### src/rtl/lstm_upd_ctrl.sv
// ============================================================================
// Module   : lstm_upd_ctrl
// Function : LSTM weight-update sequencer; CLR, then ACC/WR/DRAIN per row.
// Option   : LSTM_UPD_CTRL_PERF_EN adds the o_cycles busy-cycle counter.
// Revision : 1.0 - initial release
// ============================================================================
`default_nettype none

module lstm_upd_ctrl #(
   parameter int TIMESTEP  = 7,
   parameter int DELAY     = 3,
   parameter int L1_ROWS   = 2809,
   parameter int L2_ROWS   = 424,
   parameter int CNT_WIDTH = 12
) (
   input  logic        clk,
   input  logic        rst,
   input  logic        start,
   input  logic        abort,
   output logic        agen_rst,
   output logic        en_1,
   output logic        en_2,
   output logic        update,
   output logic        bp,
   output logic        wr_1,
   output logic        wr_2,
   output logic        busy,
   output logic        done
`ifdef LSTM_UPD_CTRL_PERF_EN
   ,
   output logic [31:0] o_cycles
`endif
);

   localparam int MAX_ROWS = (L1_ROWS > L2_ROWS) ? L1_ROWS : L2_ROWS;
   localparam int TW       = (TIMESTEP > 1) ? $clog2(TIMESTEP) : 1;
   localparam int DW       = (DELAY > 2) ? $clog2(DELAY - 1) : 1;

   localparam logic [CNT_WIDTH-1:0] L1_C   = CNT_WIDTH'(L1_ROWS);
   localparam logic [CNT_WIDTH-1:0] L2_C   = CNT_WIDTH'(L2_ROWS);
   localparam logic [CNT_WIDTH-1:0] MAX_C  = CNT_WIDTH'(MAX_ROWS);
   localparam logic [TW-1:0]        T_LAST = TW'(TIMESTEP - 1);
   localparam logic [DW-1:0]        D_LAST = DW'((DELAY > 1) ? DELAY - 2 : 0);
   localparam logic                 NO_ROWS = (MAX_ROWS == 0);
   localparam logic                 NO_DRAIN = (DELAY == 1);

   typedef enum logic [2:0] {
      S_IDLE  = 3'd0,
      S_CLR   = 3'd1,
      S_ACC   = 3'd2,
      S_WR    = 3'd3,
      S_DRAIN = 3'd4,
      S_DONE  = 3'd5
   } state_t;

   state_t               state_q, state_d;
   logic [CNT_WIDTH-1:0] row_cnt_q, row_cnt_d;
   logic [CNT_WIDTH-1:0] row_inc;
   logic [TW-1:0]        t_cnt_q, t_cnt_d;
   logic [DW-1:0]        d_cnt_q, d_cnt_d;

   always_ff @(posedge clk) begin
      if (rst) begin
         state_q   <= S_IDLE;
         row_cnt_q <= '0;
         t_cnt_q   <= '0;
         d_cnt_q   <= '0;
      end else begin
         state_q   <= state_d;
         row_cnt_q <= row_cnt_d;
         t_cnt_q   <= t_cnt_d;
         d_cnt_q   <= d_cnt_d;
      end
   end

   always_comb begin
      state_d   = state_q;
      row_cnt_d = row_cnt_q;
      t_cnt_d   = t_cnt_q;
      d_cnt_d   = d_cnt_q;
      row_inc   = row_cnt_q + 1'b1;
      case (state_q)
         S_IDLE: begin
            if (start) state_d = S_CLR;
         end
         S_CLR: begin
            row_cnt_d = '0;
            t_cnt_d   = '0;
            d_cnt_d   = '0;
            state_d   = NO_ROWS ? S_DONE : S_ACC;
         end
         S_ACC: begin
            if (t_cnt_q == T_LAST) begin
               t_cnt_d = '0;
               state_d = S_WR;
            end else begin
               t_cnt_d = t_cnt_q + 1'b1;
            end
         end
         S_WR: begin
            row_cnt_d = row_inc;
            d_cnt_d   = '0;
            if (NO_DRAIN) state_d = (row_inc == MAX_C) ? S_DONE : S_ACC;
            else          state_d = S_DRAIN;
         end
         S_DRAIN: begin
            // row_cnt already points at the next row while the pipeline empties
            if (d_cnt_q == D_LAST) begin
               d_cnt_d = '0;
               state_d = (row_cnt_q == MAX_C) ? S_DONE : S_ACC;
            end else begin
               d_cnt_d = d_cnt_q + 1'b1;
            end
         end
         S_DONE:  state_d = S_IDLE;
         default: state_d = S_IDLE;
      endcase
      if (abort) begin
         state_d   = S_IDLE;
         row_cnt_d = '0;
         t_cnt_d   = '0;
         d_cnt_d   = '0;
      end
   end

   logic in_row;
   logic act_1;
   logic act_2;

   always_comb begin
      in_row   = (state_q == S_ACC) || (state_q == S_WR) || (state_q == S_DRAIN);
      act_1    = (row_cnt_q < L1_C);
      act_2    = (row_cnt_q < L2_C);
      agen_rst = (state_q == S_IDLE) || (state_q == S_CLR) || (state_q == S_DONE);
      busy     = in_row || (state_q == S_CLR);
      update   = in_row;
      en_1     = in_row && act_1;
      en_2     = in_row && act_2;
      wr_1     = (state_q == S_WR) && act_1;
      wr_2     = (state_q == S_WR) && act_2;
      done     = (state_q == S_DONE);
      bp       = 1'b0;
   end

`ifdef LSTM_UPD_CTRL_PERF_EN
   logic [31:0] cycles_q, cycles_d;

   always_comb begin
      cycles_d = cycles_q;
      if ((state_q == S_IDLE) && start && !abort) cycles_d = '0;
      else if (busy && (cycles_q != 32'hFFFF_FFFF)) cycles_d = cycles_q + 32'd1;
   end

   always_ff @(posedge clk) begin
      if (rst) cycles_q <= '0;
      else     cycles_q <= cycles_d;
   end

   assign o_cycles = cycles_q;
`else
   // Performance counter not built.
`endif

endmodule

`default_nettype wire

### config.mk
export PLATFORM = sky130hd
export DESIGN_NAME = lstm_upd_ctrl
export DESIGN_NICKNAME = d
export VERILOG_FILES = /design/src/rtl/lstm_upd_ctrl.sv
export SDC_FILE = /design/constraint.sdc
export NUM_CORES = 1
export LEC_CHECK = 0
export ABC_CLOCK_PERIOD_IN_PS = 1850
export CAP_MARGIN = 15
export CORE_ASPECT_RATIO = 1.5
export CORE_MARGIN = 4
export CORE_UTILIZATION = 54
export CTS_CLUSTER_DIAMETER = 100
export DETAILED_ROUTE_END_ITERATION = 6
export GPL_TIMING_DRIVEN = 0
export PLACE_DENSITY = 0.77
export SLEW_MARGIN = 20
export SYNTH_ARGS = -nofsm -noshare
export SYNTH_HDL_FRONTEND = slang
export SYNTH_SLANG_ARGS = --single-unit
### constraint.sdc
create_clock -name clk -period 1.85 [get_ports clk]
set_input_delay 0.2775 -clock clk [delete_from_list [all_inputs] [get_ports clk]]
set_output_delay 0.2775 -clock clk [all_outputs]
set_load 0.05 [all_outputs]
==> reports/qor.csv, run 1 <==
stage;metric;value;unit
status;outcome;complete, but fails checks;
status;violations;setup timing;
floorplan;ios;13;
drt;vias;1209;
min_path;hold_class;reg -> reg;
placed_design;gp_congestion;0.870;
yosys;ys_seq_elements;19;
final_layout;nets;178;
worst_setup_path;setup.worst_path.class;reg -> out;
final_layout;layout-drive-gt1-share;24.7;%
yosys;synth_edf_count;0;
sta;finalCritPeriodShare;102;%
floorplan;coreArea;2030;sq um
yosys;avgSynthCellArea;7.42;sq um
drt;dr.pass1.iters;4;
yosys;synth_mux_area_share;0;%
cts;cts_buffers;3;
sta;clock.fmax;530;MHz
yosys;synth_top_family_by_area;simple AND/OR/NAND/NOR gates;
drt;wl_per_cell;15.6;um
cts;h-tree-depth;1;
floorplan;fp-row-count;20;
yosys;synth_nets;161;
cts;cts_num_sinks;19;
yosys;synth_fa_ha_area_share;3.29;%
floorplan;die_h;64.3;um
worst_setup_path;crit_fanout;7;
worst_setup_path;crit_slowest_cell;or4_4;
yosys;yosysWarnings;0;
global_route;grt.overflow.total;0;
cts;cts_hold_buf;0;
sta;final.min_clock_period;1.89;ns
placed_design;hpwl;2190;um
worst_setup_path;arrival;1.61;ns
sta;fin_skew;0.00311;ns
placed_design;dp.cells;187;
cts;path_clk_slew;0.11;ns
floorplan;dieArea;2930;sq um
global_route;grt_pass1_vias;1220;
cts;cts_tree;done;
sta;rsz0062_at_grt;true;
worst_setup_path;path_cells;nand2_1, a21oi_1, or4_4, nor2_4, buf_6;
final_layout;final_cells;192;
drt;wirelength;2990;um
worst_setup_path;crit_required;1.57;ns
power;leakage;0.000518;uW
floorplan;die_w;45.6;um
yosys;syn_inst;154;
flow_run;maxCapViolCount;0;
final_layout;area_growth;24.5;%
yosys;synth_area_leader_cell;dfxtp_1;
drt;drtIter0Drc;39;
floorplan;start_util;56.4;%
worst_setup_path;crit_path_end_kind;output pin;
power;peakVddDrop;0.523;mV
yosys;synthSimpleGateAreaFrac;31.5;%
yosys;synth_compound_area_share;25.3;%
sta;worst_pin_slew;0.516;ns
worst_setup_path;cp-start-kind;register;
worst_setup_path;critical-path-top-delay-family;simple AND/OR/NAND/NOR gates;
placed_design;pre_cts_ws;-0.978;ns
worst_setup_path;critPathBufInv;1;
cts;clk_latency;0.30;ns
yosys;synth_cell_types;36;
yosys;async_flop_share;0;%
global_route;grt_max_degree;12;
final_layout;n_fill_cell;175;
worst_setup_path;max_stage_delay;0.46;ns
yosys;synth-xor-area-share;0;%
drt;ant_nets;0;
global_route;groute.usage.overall;22.6;%
placed_design;port_buffers;11;
yosys;synth.yosys.seq_area_share;33.3;%
final_layout;regArea;392;sq um
global_route;antenna_found_initial;0;
yosys;netlist_area;1140;sq um
yosys;synth_top_flop_cell;dfxtp_1;
yosys;synth.area.top_cells;dfxtp_1 33%, a21oi_1 7.4%, nand2_1 6.2%;
global_route;grt_pass1_wl;5130;um
sta;drv_slew;0;
sta;timing.final.ws_setup;-0.0361;ns
final_layout;antennaDiodeCount;0;
yosys;synth_top_area_share;33.3;%
sta;hold_viol;0;
power;power_density;497;nW/um^2
cts;clock_path_buffers;2;
drt;vias_per_cell;6.30;
cts;cts_root_buf;clkbuf_4;
sta;slew_headroom;65.5;%
final_layout;multiInputGateArea;762;sq um
sta;setup_viol;2;
drt;drc;0;
[Yosys cell counts, types with 5 or more instances]
library cell,number
clkbuf_1,7
nand2_1,19
inv_1,9
a21oi_1,17
nand4_1,5
nand3_1,5
dfxtp_1,19
or4_1,7
nor2_1,13
o21ai_0,7
[layout make-up]
cell class                      instances  area share [%]
Buffer                                  8            4.31
Clock buffer                            3            1.58
Clock inverter                          1           0.352
Inverter                                9            2.37
Multi-Input combinational cell        117            53.6
Sequential cell                        19            27.5
Tap cell                               22            1.93
Timing Repair Buffer                   13            8.36
[per-stage QoR]
step	utilization [%]	TNS, ns	total power (uW)	hold WS, ns	instance area, sq um
floorplan	-	-0.403	469	0.475	1150
global placement	63.8	-4.72	491	0.495	1290
detailed placement	63.8	-5.00	492	0.517	1290
CTS	67.5	-0.0724	702	0.532	1370
global route	70.2	-0.211	736	0.532	1420
finish	70.2	-0.0457	707	0.499	1420
[where the power goes]
part | leakage, uW | internal [uW] | switching, uW
Combinational | 0.000344 | 26.5 | 49.4
Sequential | 0.000157 | 409 | 2.99
Clock | 0.0000177 | 80.6 | 138
[state kept, by name, indices dropped and copies added (netlist names)]
signal	flops
d_cnt_q	1
row_cnt_q	12
state_q	3
t_cnt_q	3
[kinds of logic after synthesis]
group | count (synthesis)
and+or+nand+nor | 67
AOI/OAI and AO/OA | 46
DFF | 19
buffers and inverters | 18
adders and majority gates | 3
other | 1
[worst paths after layout]
kind                                    from            to  slack [ns]  cells after the start
worst max-delay path            row_cnt_q[8]          en_2       -0.04                      5
worst min-delay path            row_cnt_q[1]  row_cnt_q[1]        0.50                      2
worst max register to register  row_cnt_q[7]    state_q[0]        0.12                      4
worst min register to register  row_cnt_q[1]  row_cnt_q[1]        0.50                      2
[timing repair]
item | in CTS | in global routing
setup endpoints to repair | 8 | 11
setup buffers | 1 | 1
resized for setup | 71 | 20
pin swaps | 2 | 2
[worst register-to-register path: cells and delay by family (launching register included)]
kind	cells	cell delay, ns
AO/OA/AOI/OAI	1	0.14
AND/OR/NAND/NOR	3	1.06
flip-flops	1	0.44
[cells in the final DEF (no fill, tap or decap), types with 2 or more instances in the layout]
cell type        count
or4_4                2
nand4_1              5
a21oi_1             16
or3_1                4
clkbuf_1             2
o31ai_1              2
dfxtp_2              6
o311ai_0             2
a31oi_1              4
nor2_4               3
nor2_1               9
o21ai_0              6
dfxtp_1             12
nor2b_1              3
nor3_1               2
o211ai_1             3
or2_1                2
clkbuf_4             5
buf_6                8
inv_1                9
clkdlybuf4s50_1      3
a211oi_2             2
buf_2                2
or4_1                5
buf_4                3
ha_1                 3
nand2_1             19
nand3_1              5
[layer usage]
layer,up-vias,part of all wire [%],wire length (um),global-route usage [%]
li1,589,-,-,-
met2,21,55,1650,41.6
met1,593,41,1230,24.8
met3,6,2.2,67,3.10
met4,0,1.4,43,7.33
met5,-,0,0,0
(Power assumes the default switching activity.)
==> run 2: changes to the inputs <==
Settings changed: SLEW_MARGIN 20 to 0.
==> results of run 2 <==
The final DEF is identical to that of run 1; final timing and power are the same.
==> run 3: changes to the inputs <==
Settings changed: ABC_AREA set to 1, CORE_UTILIZATION 54 to 55, CTS_CLUSTER_SIZE set to 40, PLACE_DENSITY 0.77 to 0.78.
==> reports/qor.csv, run 3 <==
stage;metric;value;unit
status;outcome;finished clean;
global_route;grt_max_degree;11;
drt;vias;1193;
sta;clock.fmax;568;MHz
floorplan;die_w;45.6;um
cts;cts_root_buf;clkbuf_4;
worst_setup_path;setup.worst_path.class;reg -> out;
yosys;synth_area_leader_cell;dfxtp_1;
sta;fin_skew;0.00335;ns
yosys;synthSimpleGateAreaFrac;37.8;%
global_route;antenna_found_initial;0;
yosys;yosysWarnings;0;
sta;hold_viol;0;
final_layout;final_cell_mix;46 x nand2_1, 22 x inv_1, 18 x nor2_1;
power;pwr-share-clk;30.7;%
floorplan;start_util;57.7;%
final_layout;antennaDiodeCount;0;
sta;final.min_clock_period;1.76;ns
drt;wirelength;2690;um
floorplan;fp-row-count;20;
worst_setup_path;crit_fanout;7;
placed_design;gp_congestion;0.880;
yosys;synth.area.top_cells;dfxtp_1 33%, nand2_1 15%, a21oi_1 7.3%;
drt;drtIter0Drc;19;
cts;clock_path_buffers;2;
drt;wl_per_cell;12.3;um
drt;vias_per_cell;5.45;
cts;cts_hold_buf;0;
worst_setup_path;cp-start-kind;register;
worst_setup_path;max_stage_delay;0.39;ns
flow_run;maxCapViolCount;0;
yosys;synth_compound_area_share;15.7;%
floorplan;ios;13;
final_layout;layout_commonest_cell;nand2_1;
drt;drc;0;
sta;drv_slew;0;
yosys;synth_cell_types;28;
drt;ant_nets;0;
final_layout;n_fill_cell;204;
yosys;yosys-top-cells-count;48 x nand2_1, 22 x inv_1, 21 x nor2_1;
final_layout;fin_util;66.2;%
worst_setup_path;critical-path-top-delay-family;simple AND/OR/NAND/NOR gates;
yosys;avgSynthCellArea;6.42;sq um
power;p_seq_share;58.7;%
yosys;async_flop_share;0;%
placed_design;port_buffers;11;
drt;dr.pass1.iters;4;
floorplan;coreArea;2030;sq um
yosys;synth_top_family_by_area;simple AND/OR/NAND/NOR gates;
yosys;synth.most_common_cell;nand2_1;
yosys;synth_top_flop_cell;dfxtp_1;
final_layout;nets;205;
worst_setup_path;critPathBufInv;2;
floorplan;dieArea;2940;sq um
cts;path_clk_slew;0.11;ns
final_layout;regMostFlops;row_cnt_q;
cts;clk_latency;0.31;ns
final_layout;largest_reg_flops;12;
cts;cts_buffers;3;
yosys;synth_mux_area_share;0;%
power;leakage;0.000564;uW
power;power;704;uW
sta;setup_viol;0;
power;internal_power;517;uW
yosys;synth_nets;189;
sta;finalCritPeriodShare;95.1;%
cts;post-cts-setup-buffer-count;0;
cts;cts_tree;done;
yosys;synth.yosys.seq_area_share;32.5;%
worst_setup_path;arrival;1.48;ns
global_route;grt.overflow.total;0;
global_route;grt_pass1_vias;1113;
worst_setup_path;crit_slowest_cell;dfxtp_2;
sta;rsz0062_at_grt;false;
yosys;synth_edf_count;0;
yosys;syn_inst;182;
worst_setup_path;crit_required;1.57;ns
floorplan;die_h;64.5;um
power;p_sw;187;uW
yosys;synth_fa_ha_area_share;3.21;%
min_path;hold_class;reg -> reg;
global_route;grt_pass1_wl;4450;um
power;p_comb_share;10.6;%
power;peakVddDrop;0.386;mV
final_layout;layout-drive-gt1-share;20.8;%
global_route;groute.usage.overall;20.0;%
yosys;netlist_area;1170;sq um
cts;h-tree-depth;1;
placed_design;hpwl;2020;um
power;p_sw_share;26.6;%
cts;cts_num_sinks;19;
yosys;synth_top_area_share;32.5;%
final_layout;largest_registers;row_cnt_q (12), state_q (3), t_cnt_q (3);
worst_setup_path;crit_path_end_kind;output pin;
worst_setup_path;path_cells;nor2_1, nand2_2, nand2_1, inv_1, nor2_2, clkbuf_4;
power;power_density;525;nW/um^2
final_layout;area_growth;14.8;%
yosys;ys_seq_elements;19;
yosys;synth-xor-area-share;0.749;%
==> run 3: cell count changes after synthesis, sizes merged, moves of 5 or more <==
cell / delta
clkbuf: -7
inv: +18
nor2: +14
nand2: +33
o21ai: +5
or4: -7
==> run 3: power groups by stage <==
stage / combinational (uW) / sequential (uW) / clock (uW)
floorplan: 52.7 / 422 / 0
global placement: 75.0 / 423 / 0
detailed placement: 75.6 / 423 / 0
CTS: 72.5 / 414 / 217
global route: 81.1 / 414 / 233
finish: 74.4 / 414 / 216
==> run 3: cell type report <==
cell class	count	area [sq um]	share of cell area, %
Sequential cell	19	390	29.1
Tap cell	22	27.5	2.05
Clock buffer	4	26.3	1.96
Buffer	1	7.51	0.560
Timing Repair Buffer	11	96.3	7.18
Inverter	28	105	7.84
Multi-Input combinational cell	134	688	51.3
==> run 3: worst paths after layout <==
kind,startpoint,to,slack (ns),cells past startpoint
max,state_q[1],en_1,0.09,6
max reg2reg,row_cnt_q[0],row_cnt_q[10],0.52,9
min,row_cnt_q[1],row_cnt_q[1],0.49,2
min reg2reg,row_cnt_q[1],row_cnt_q[1],0.49,2
==> run 3: tightest hold or removal path: cells and delay by family, from the launching register on <==
kind / cells / cell delay, ns
DFF: 1 / 0.35
and+or+nand+nor: 1 / 0.06
AOI/OAI and AO/OA: 1 / 0.05
==> run 3: per-stage QoR <==
stage	setup slack [ns]	hold slack (ns)	instance area [sq um]	instances	TNS, ns
floorplan	-0.0689	0.460	1170	182	-0.138
global placement	-0.188	0.485	1310	215	-0.764
detailed placement	-0.244	0.490	1310	215	-0.935
CTS	0.00463	0.505	1320	219	0
global route	0.00772	0.521	1340	219	0
finish	0.0901	0.494	1340	219	0
==> run 3: logic make-up after synthesis <==
kind of cell | count (synthesis)
and+or+nand+nor | 95
AOI/OAI and AO/OA | 34
buffers and inverters | 29
DFF | 19
adders and majority gates | 3
xor gates and xnor gates | 1
other | 1
==> run 3: what timing repair did <==
item / CTS / global route
gates resized for setup: 30 / 20
endpoints found under the setup margin: 8 / 6
hold endpoints to repair: 0 / 0
==> run 3: routing by layer <==
metal / up-vias / global-route usage (%) / wire length (um)
met5: - / 0 / 0
met4: 0 / 11.7 / 86
met3: 9 / 1.67 / 83
met2: 25 / 36.0 / 1420
met1: 544 / 21.0 / 1100
li1: 615 / - / -
